File: src/rtl/au_dec_timer_sched.sv
// Round-robin countdown scheduler: CHAN timers share one decrementer, one slot visited per enabled cycle.
// Expiry pulse one cycle after the borrowing visit; loads back-pressure via load_ready while the target is busy.

module au_dec_timer_sched_dec #(
    parameter int WIDTH = 8,
    parameter int ARCH  = 0
) (
    input  logic [WIDTH-1:0] a,
    input  logic             ci,
    output logic [WIDTH-1:0] z,
    output logic             co
);
    // brw[i] = ci & (a[i-1:0] == 0): the borrow reaching bit i, built as a prefix AND
    function automatic logic [WIDTH:0] prefix_and(input logic [WIDTH:0] g);
        logic [WIDTH:0] p;
        logic [WIDTH:0] n;
        p = g;
        if (ARCH == 0) begin
            for (int i = 1; i <= WIDTH; i++) p[i] = p[i] & p[i-1];
        end else begin
            for (int k = 0; (1 << k) <= WIDTH; k++) begin
                n = p;
                for (int i = 0; i <= WIDTH; i++) begin
                    if (ARCH == 1) begin
                        if (i >= (1 << k)) n[i] = p[i] & p[i - (1 << k)];
                    end else if (((i >> k) & 1) == 1) begin
                        n[i] = p[i] & p[((i >> k) << k) - 1];
                    end
                end
                p = n;
            end
        end
        return p;
    endfunction

    logic [WIDTH:0] brw;

    assign brw = prefix_and({~a, ci});
    assign z   = a ^ brw[WIDTH-1:0];
    assign co  = brw[WIDTH];
endmodule

module au_dec_timer_sched #(
    parameter int WIDTH = 8,
    parameter int CHAN  = 4,
    parameter int ARCH  = 0,
    localparam int CW   = $clog2(CHAN)
) (
    input  logic             clk,
    input  logic             rst,
    input  logic             enable,
    input  logic             load_valid,
    output logic             load_ready,
    input  logic [CW-1:0]    load_chan,
    input  logic [WIDTH-1:0] load_value,
    output logic [CHAN-1:0]  busy,
    output logic             expire_valid,
    output logic [CW-1:0]    expire_chan,
    input  logic [CW-1:0]    rd_chan,
    output logic [WIDTH-1:0] rd_count
);
    logic [WIDTH-1:0] count [CHAN];
    logic [CW-1:0]    sp;
    logic             load_acc;
    logic             ci;
    logic             co;
    logic [WIDTH-1:0] z;

    assign load_ready = ~busy[load_chan];
    assign load_acc   = load_valid & load_ready;
    // A load landing on the visited slot wins; that slot is skipped this round.
    assign ci         = busy[sp] & ~(load_acc & (load_chan == sp));
    assign rd_count   = count[rd_chan];

    au_dec_timer_sched_dec #(
        .WIDTH (WIDTH),
        .ARCH  (ARCH)
    ) u_dec (
        .a  (count[sp]),
        .ci (ci),
        .z  (z),
        .co (co)
    );

    always_ff @(posedge clk or posedge rst) begin
        if (rst) begin
            sp           <= '0;
            busy         <= '0;
            expire_valid <= 1'b0;
            expire_chan  <= '0;
            for (int i = 0; i < CHAN; i++) count[i] <= '0;
        end else begin
            expire_valid <= 1'b0;
            if (enable) begin
                sp <= sp + 1'b1;
                if (ci) begin
                    if (co) begin
                        busy[sp]     <= 1'b0;
                        count[sp]    <= '0;
                        expire_valid <= 1'b1;
                        expire_chan  <= sp;
                    end else begin
                        count[sp] <= z;
                    end
                end
            end
            if (load_acc) begin
                count[load_chan] <= load_value;
                busy[load_chan]  <= 1'b1;
            end
        end
    end
endmodule

File: config.mk
export PLATFORM = sky130hd
export DESIGN_NAME = au_dec_timer_sched
export DESIGN_NICKNAME = d
export VERILOG_FILES = /design/src/rtl/au_dec_timer_sched.sv
export SDC_FILE = /design/constraint.sdc
export NUM_CORES = 1
export LEC_CHECK = 0
export ABC_AREA = 1
export CORE_AREA = 2 2 99 72
export DETAILED_ROUTE_END_ITERATION = 7
export DIE_AREA = 0 0 101 74
export MAX_ROUTING_LAYER = met4
export PLACE_DENSITY_LB_ADDON = 0.05
export SLEW_MARGIN = 10
export SYNTH_ARGS = -nofsm -noshare
export SYNTH_HDL_FRONTEND = slang
export SYNTH_SLANG_ARGS = --single-unit
File: constraint.sdc
create_clock -name clk -period 3.3 [get_ports clk]
set_clock_uncertainty 0.15 [all_clocks]
set_input_delay 0.66 -clock clk [delete_from_list [all_inputs] [get_ports clk]]
set_output_delay 0.66 -clock clk [all_outputs]
set_load 0.02 [all_outputs]
==> reports/qor.yml, run 1 <==
sta:
  rsz0062_at_grt: "true"
  setup-violations-final: 0
  hold_viol: 0
  timing.hold.ws_ns: 0.339
  timing.fmax_ghz: 0.309
  period_minus_slack_ns: 3.23
  finalMaxSlewViolations: 0
  slew_headroom: 0.623
  finalCritPeriodShare: 0.980
  tightest_slew_ns: 0.564
final_layout:
  n_antenna_cell: 0
  instances_no_fill: 630
  fin_nets: 578
  fillCellCount: 631
  final_layout_size_suffix_gt1_frac: 0.133
  synthToLayoutAreaGrowth_pct: 20.8
power:
  total_power_mw: 4.30
  cellPowerDensity_nw_per_um2: 1080
  ir_worst_vdd_uv: 440
  intPower_mw: 2.07
  p_switching_mw: 2.23
  p_leak_nw: 2.05
  power_frac_comb: 0.702
  p_clk_frac: 0.083
  swShare: 0.518
  p_seq_frac: 0.216
drt:
  vias: 3595
  route.detailed.drc: 0
  first_pass_iters: 5
  wl_per_cell_microns: 17.3
  drt_iter0_drc: 372
  ant_nets: 0
  wirelength_mm: 10.9
  vias_per_cell: 5.71
floorplanning:
  dieArea_sq_um: 7470
  dieHeight_microns: 74
  start_util: 0.502
  ios: 32
  core_sq_um: 6570
  die_w_microns: 101
  row_count: 25
global_route:
  grt_pass1_wl_mm: 17.5
  grt_overflow: 0
  track_usage: 0.319
  antenna_found_initial: 0
  grt_max_degree: 42
  grt_pass1_vias: 3349
synthesis:
  netlist_area_sq_um: 3300
  netlist_instances: 507
  postSynthAreaPerCell_sq_um: 6.51
  synth-seq-cells: 41
  synth_cell_types: 28
  syn_nets: 536
  synthTopCellsByArea: "dfrtp_1, nand2_1, o21ai_0"
  yosysWarnings: 0
  yosysTopAreaCell: "dfrtp_1"
  netlist.area_leader.share: 0.311
  ys_seq_area_frac: 0.311
cts:
  path_clk_slew_ns: 0.08
  cts_made_buffers: 5
  clock_sinks: 41
  htree_levels: 2
  cts.path.max_buffers: 2
  cts_tree: "yes"
  clk_latency_ns: 0.31
  ctsRootBufferMaster: "clkbuf_8"
critical_path:
  cp_max_fo: 24
  crit_path_end_kind: "output pin"
  cp.arrival_ns: 2.42
  start_kind: "input port"
  cp.required_ns: 2.49
  path_class: "in2out"
hold_path:
  holdCritPathClass: "reg2reg"
place:
  place_inst: 620
  finalWeightedCongestion: 0.924
  place.port_buffers: 31
  dp_hpwl_mm: 7.35
status:
  outcome: "finished clean"
job:
  maxCapViolations: 0
layout make-up:
cell class	count	area (sq um)	share of cell area
Multi-Input combinational cell	380	1970	0.495
Timing Repair Buffer	59	553	0.139
Clock buffer	7	86.3	0.0217
Sequential cell	41	1030	0.258
Tap cell	81	101	0.0254
Inverter	62	243	0.0609
Yosys cell counts:
library cell / n
a21boi_0: 3
a21oi_1: 42
buf_2: 7
buf_4: 4
buf_6: 2
clkbuf_1: 11
clkinv_1: 1
dfrtp_1: 41
ha_1: 13
inv_1: 54
inv_2: 3
inv_4: 4
nand2_1: 184
nand2_2: 4
nand2_4: 1
nand3_1: 43
nand3_2: 1
nand3_4: 5
nand4_1: 11
nand4_2: 1
nor2_1: 9
nor2_2: 1
nor2_4: 1
nor2_8: 1
o21ai_0: 48
o21ai_1: 2
o22ai_1: 9
xor2_1: 1
state kept, by name, summed over array words and instances, names as in the netlist:
| register | flops |
|---|---|
| busy | 4 |
| expire_valid | 1 |
| sp | 2 |
| count | 32 |
| expire_chan | 2 |
per-layer routing:
metal  GRT usage  routed length, microns
met2       0.457                    4600
met5           -                       0
met4      0.0946                     196
met3      0.0752                    1250
met1       0.450                    4850
cell usage in the layout, fill, tap and decap left out, drive strengths merged:
cell type,netlist,routed
ha,13,13
xor2,1,1
clkinv,1,2
o22ai,9,9
inv,61,60
clkdlybuf4s50,0,28
a21boi,3,3
nand4,12,12
nand3,49,49
nand2,189,189
dlymetal6s2s,0,3
dfrtp,41,41
a21oi,42,42
o21ai,50,50
nor2,12,12
buf,13,28
clkbuf,11,7
worst max-delay path, stage by stage:
cell and delay, ns:
clkdlybuf4s50_1 0.47, inv_1 0.07, buf_12 0.16, o21ai_0 0.15
a21oi_1 0.07, a21oi_1 0.17, clkdlybuf4s50_1 0.66
power by group through the flow:
stage	sequential, mW	clock (mW)	combinational (mW)
after detailed placement	0.939	0	2.76
after global placement	0.932	0	2.72
after global routing	0.952	0.377	3.40
after CTS	0.932	0.353	2.78
final	0.927	0.356	3.02
after floorplan	0.922	0	1.93
worst paths after layout:
kind                                start              to  slack, ns  cells past startpoint
min in group asynchronous             rst       count[18]       0.65                      3
max in group asynchronous             rst           sp[1]       1.94                      3
min                        expire_chan[0]  expire_chan[0]       0.34                      2
max reg2reg                         sp[0]       count[24]       0.12                     20
max                            rd_chan[0]     rd_count[7]       0.07                      7
min reg2reg                expire_chan[0]  expire_chan[0]       0.34                      2
per-stage QoR:
step / cell area, sq um / util / setup slack (ns) / TNS, ns
after floorplan: 3300 / - / 0.0163 / 0
after global placement: 3800 / 0.578 / 0.0777 / 0
after detailed placement: 3800 / 0.578 / 0.0101 / 0
after CTS: 3880 / 0.591 / 0.0197 / 0
after global routing: 3990 / 0.607 / -0.0431 / -0.0579
final: 3990 / 0.607 / 0.0654 / 0
logic make-up (layout without fill, tap and decap cells):
family,Yosys count,after routing,synth area share
and+or+nand+nor,262,262,0.361
AOI/OAI and AO/OA,104,104,0.163
buffers and inverters,86,128,0.113
DFF,41,41,0.311
adders and majority gates,13,13,0.0493
xor gates and xnor gates,1,1,0.00265
what timing repair did:
item / CTS / global route
setup buffers: 0 / 3
hold buffers: 0 / 0
pin swaps: 0 / 3
gates resized for setup: 2 / 27
endpoints found under the setup margin: 4 / 39
Power figures use the tool's default switching activity.
==> run 2: changes to the inputs <==
--- a/config.mk
+++ b/config.mk
@@ -6,9 +6,9 @@
 export NUM_CORES = 1
 export LEC_CHECK = 0
 export ABC_AREA = 1
-export CORE_AREA = 2 2 99 72
+export CORE_AREA = 2 2 96 70
 export DETAILED_ROUTE_END_ITERATION = 7
-export DIE_AREA = 0 0 101 74
+export DIE_AREA = 0 0 98 72
 export MAX_ROUTING_LAYER = met4
 export PLACE_DENSITY_LB_ADDON = 0.05
 export SLEW_MARGIN = 10
==> constraint.sdc (replaced) <==
create_clock -name clk -period 3.8 [get_ports clk]
set_clock_uncertainty 0.15 [all_clocks]
set_input_delay 0.76 -clock clk [delete_from_list [all_inputs] [get_ports clk]]
set_output_delay 0.76 -clock clk [all_outputs]
set_load 0.02 [all_outputs]
==> reports/qor.yml, run 2 (synthesized netlist as in run 1, its figures left out) <==
cts:
  cts.path.max_buffers: 2  # unchanged
  cts_tree: "yes"
  htree_levels: 2  # unchanged
  ctsRootBufferMaster: "clkbuf_8"
  clk_latency_ns: 0.30  # about the same
  clock_sinks: 41  # unchanged
  ctsHoldBuffers: 0  # unchanged
  cts_made_buffers: 5  # unchanged
  path_clk_slew_ns: 0.09  # about the same
sta:
  finalMaxSlewViolations: 0  # unchanged
  tightest_slew_ns: 0.867  # +0.304 ns
  period_minus_slack_ns: 3.67
  tns_ns: 0  # unchanged
  hold_viol: 0  # unchanged
  timing.fmax_ghz: 0.272
  setup-violations-final: 0  # unchanged
  slew_headroom: 0.418  # -0.205
  fin_ws_ns: 0.129  # +0.0634 ns
  rsz0062_at_grt: "false"
  finalCritPeriodShare: 0.966
place:
  finalWeightedCongestion: 1.10  # +19%
  dp_hpwl_mm: 7.54  # +2.7%
  place.port_buffers: 31  # unchanged
  pre_cts_ws_ns: 0.119  # +0.109 ns
  postPlaceCellArea_sq_um: 3680  # -2.9%
power:
  ir_worst_vdd_uv: 454  # +3.1%
  p_leak_nw: 1.94  # -5.1%
  cellPowerDensity_nw_per_um2: 934  # -13%
floorplanning:
  ios: 32  # unchanged
  start_util: 0.541  # +0.0390
  core_sq_um: 6100  # -7.2%
  row_count: 24  # -4.0%
  dieArea_sq_um: 7060  # -5.6%
  dieHeight_microns: 72  # -2.7%
  die_w_microns: 98  # -3.0%
critical_path:
  rrSetupSlack_ns: 0.27  # +0.15 ns
  crit_path_end_kind: "output pin"
  reg2reg_to: "count[4]"
  r2r_cells: 18  # -10%
  reg2reg_from: "sp[0]"
  start_kind: "input port"
  path_class: "in2out"
  cp.required_ns: 2.89  # +0.40 ns
  cp_max_fo: 6  # -75%
  cp.arrival_ns: 2.76  # +0.34 ns
final_layout:
  top_regs: "count x32, busy x4"
  regMostFlops: "count"
  multi_input_area_sq_um: 1900  # -3.6%
  design_area_sq_um: 3800  # -4.7%
  mostFrequentLayoutCell: "nand2_1"
  synthToLayoutAreaGrowth_pct: 15.1
  ff_latch_area_sq_um: 1030  # -0.24%
  final_layout_size_suffix_gt1_frac: 0.0874  # -0.0456
  fin_nets: 567  # -1.9%
  final_util: 0.623  # +0.0163
  n_antenna_cell: 0  # unchanged
  layout_common_cells: "nand2_1, inv_1, o21ai_0"
  largest_register_ffs: 32  # unchanged
  fillCellCount: 552  # -13%
global_route:
  grt.met2_usage: 0.439  # -0.0179
  met1_usage: 0.495  # +0.0450
  track_usage: 0.327  # +0.00739
  grt_max_degree: 34  # -19%
  grt_overflow: 0  # unchanged
  antenna_found_initial: 0  # unchanged
  grt_pass1_vias: 3209  # -4.2%
  grt_busiest_layer: "met1"
  met3_usage: 0.0800  # +0.00477
  grt_pass1_wl_mm: 17.3  # -0.91%
hold_path:
  holdPathEnd: "expire_chan[0]"
  holdCritPathClass: "reg2reg"
  whs_path_depth: 2  # unchanged
  worstHoldStart: "expire_chan[0]"
status:
  outcome: "finished clean"
drt:
  ant_nets: 0  # unchanged
  drt_iter0_drc: 442  # +19%
  vias: 3580  # -0.42%
  wl_per_cell_microns: 17.9  # +3.5%
  vias_per_cell: 5.81  # +1.8%
  first_pass_iters: 6  # +1
  route.detailed.drc: 0  # unchanged
  wirelength_mm: 11.0  # +1.2%
job:
  maxCapViolations: 0  # unchanged
run 2: cell types whose count changed in the layout (fill, tap and decap cells not counted), sizes merged:
cell,delta
clkbuf,-1
buf,-12
inv,-1
dlymetal6s2s,-3
clkdlybuf4s50,+3
clkinvlp,+3
run 2: critical path: stages:
cell and delay, ns:
clkdlybuf4s50_1 0.57, clkinvlp_4 0.20, buf_4 0.20, o21ai_0 0.13
a21oi_1 0.06, a21oi_1 0.19, clkdlybuf4s50_1 0.65
run 2: stage by stage:
step | cells | hold slack (ns) | power [mW]
after floorplan | 507 | 0.422 | 2.48
after global placement | 606 | 0.333 | 3.12
after detailed placement | 606 | 0.333 | 3.14
after CTS | 613 | 0.355 | 3.47
after global routing | 616 | 0.410 | 3.86
final | 616 | 0.347 | 3.55
run 2: how the worst max path moves through the flow:
stage                from  slack (ns)  depth (start not counted)          end
2_1_floorplan       sp[1]        0.52                         20    count[15]
3_3_place_gp   rd_chan[0]        0.08                          6  rd_count[1]
3_5_place_dp   rd_chan[0]        0.12                          6  rd_count[1]
4_1_cts        rd_chan[0]        0.11                          6  rd_count[1]
5_1_grt        rd_chan[0]        0.04                          7  rd_count[0]
6_report       rd_chan[0]        0.13                          7  rd_count[0]
run 2: cell type report:
cell class,count,area share
clock inverters,1,0.00198
repair inverters,1,0.00132
clock buffers,6,0.0217
inverters,62,0.0649
well taps,78,0.0257
flip-flops and latches,41,0.270
multi-input cells,380,0.501
repair buffers,47,0.113
run 2: report_power, final:
part | switching (mW) | internal [mW] | total (mW)
sequential | 0.186 | 0.653 | 0.839
combinational | 1.55 | 0.845 | 2.40
clock | 0.167 | 0.144 | 0.311
total | 1.91 | 1.64 | 3.55
run 2: per-layer routing:
metal  up-vias  wire length [microns]
li1       1706                      -
met1      1625                   5040
met2       230                   4480
met3        19                   1390
met4         0                    125
met5         -                      0
run 2: repair_timing:
action                                  CTS  global route
buffers inserted                          0             2
endpoints found under the hold margin     0             0
resized for setup                         0             1
endpoints found under the setup margin    0             3
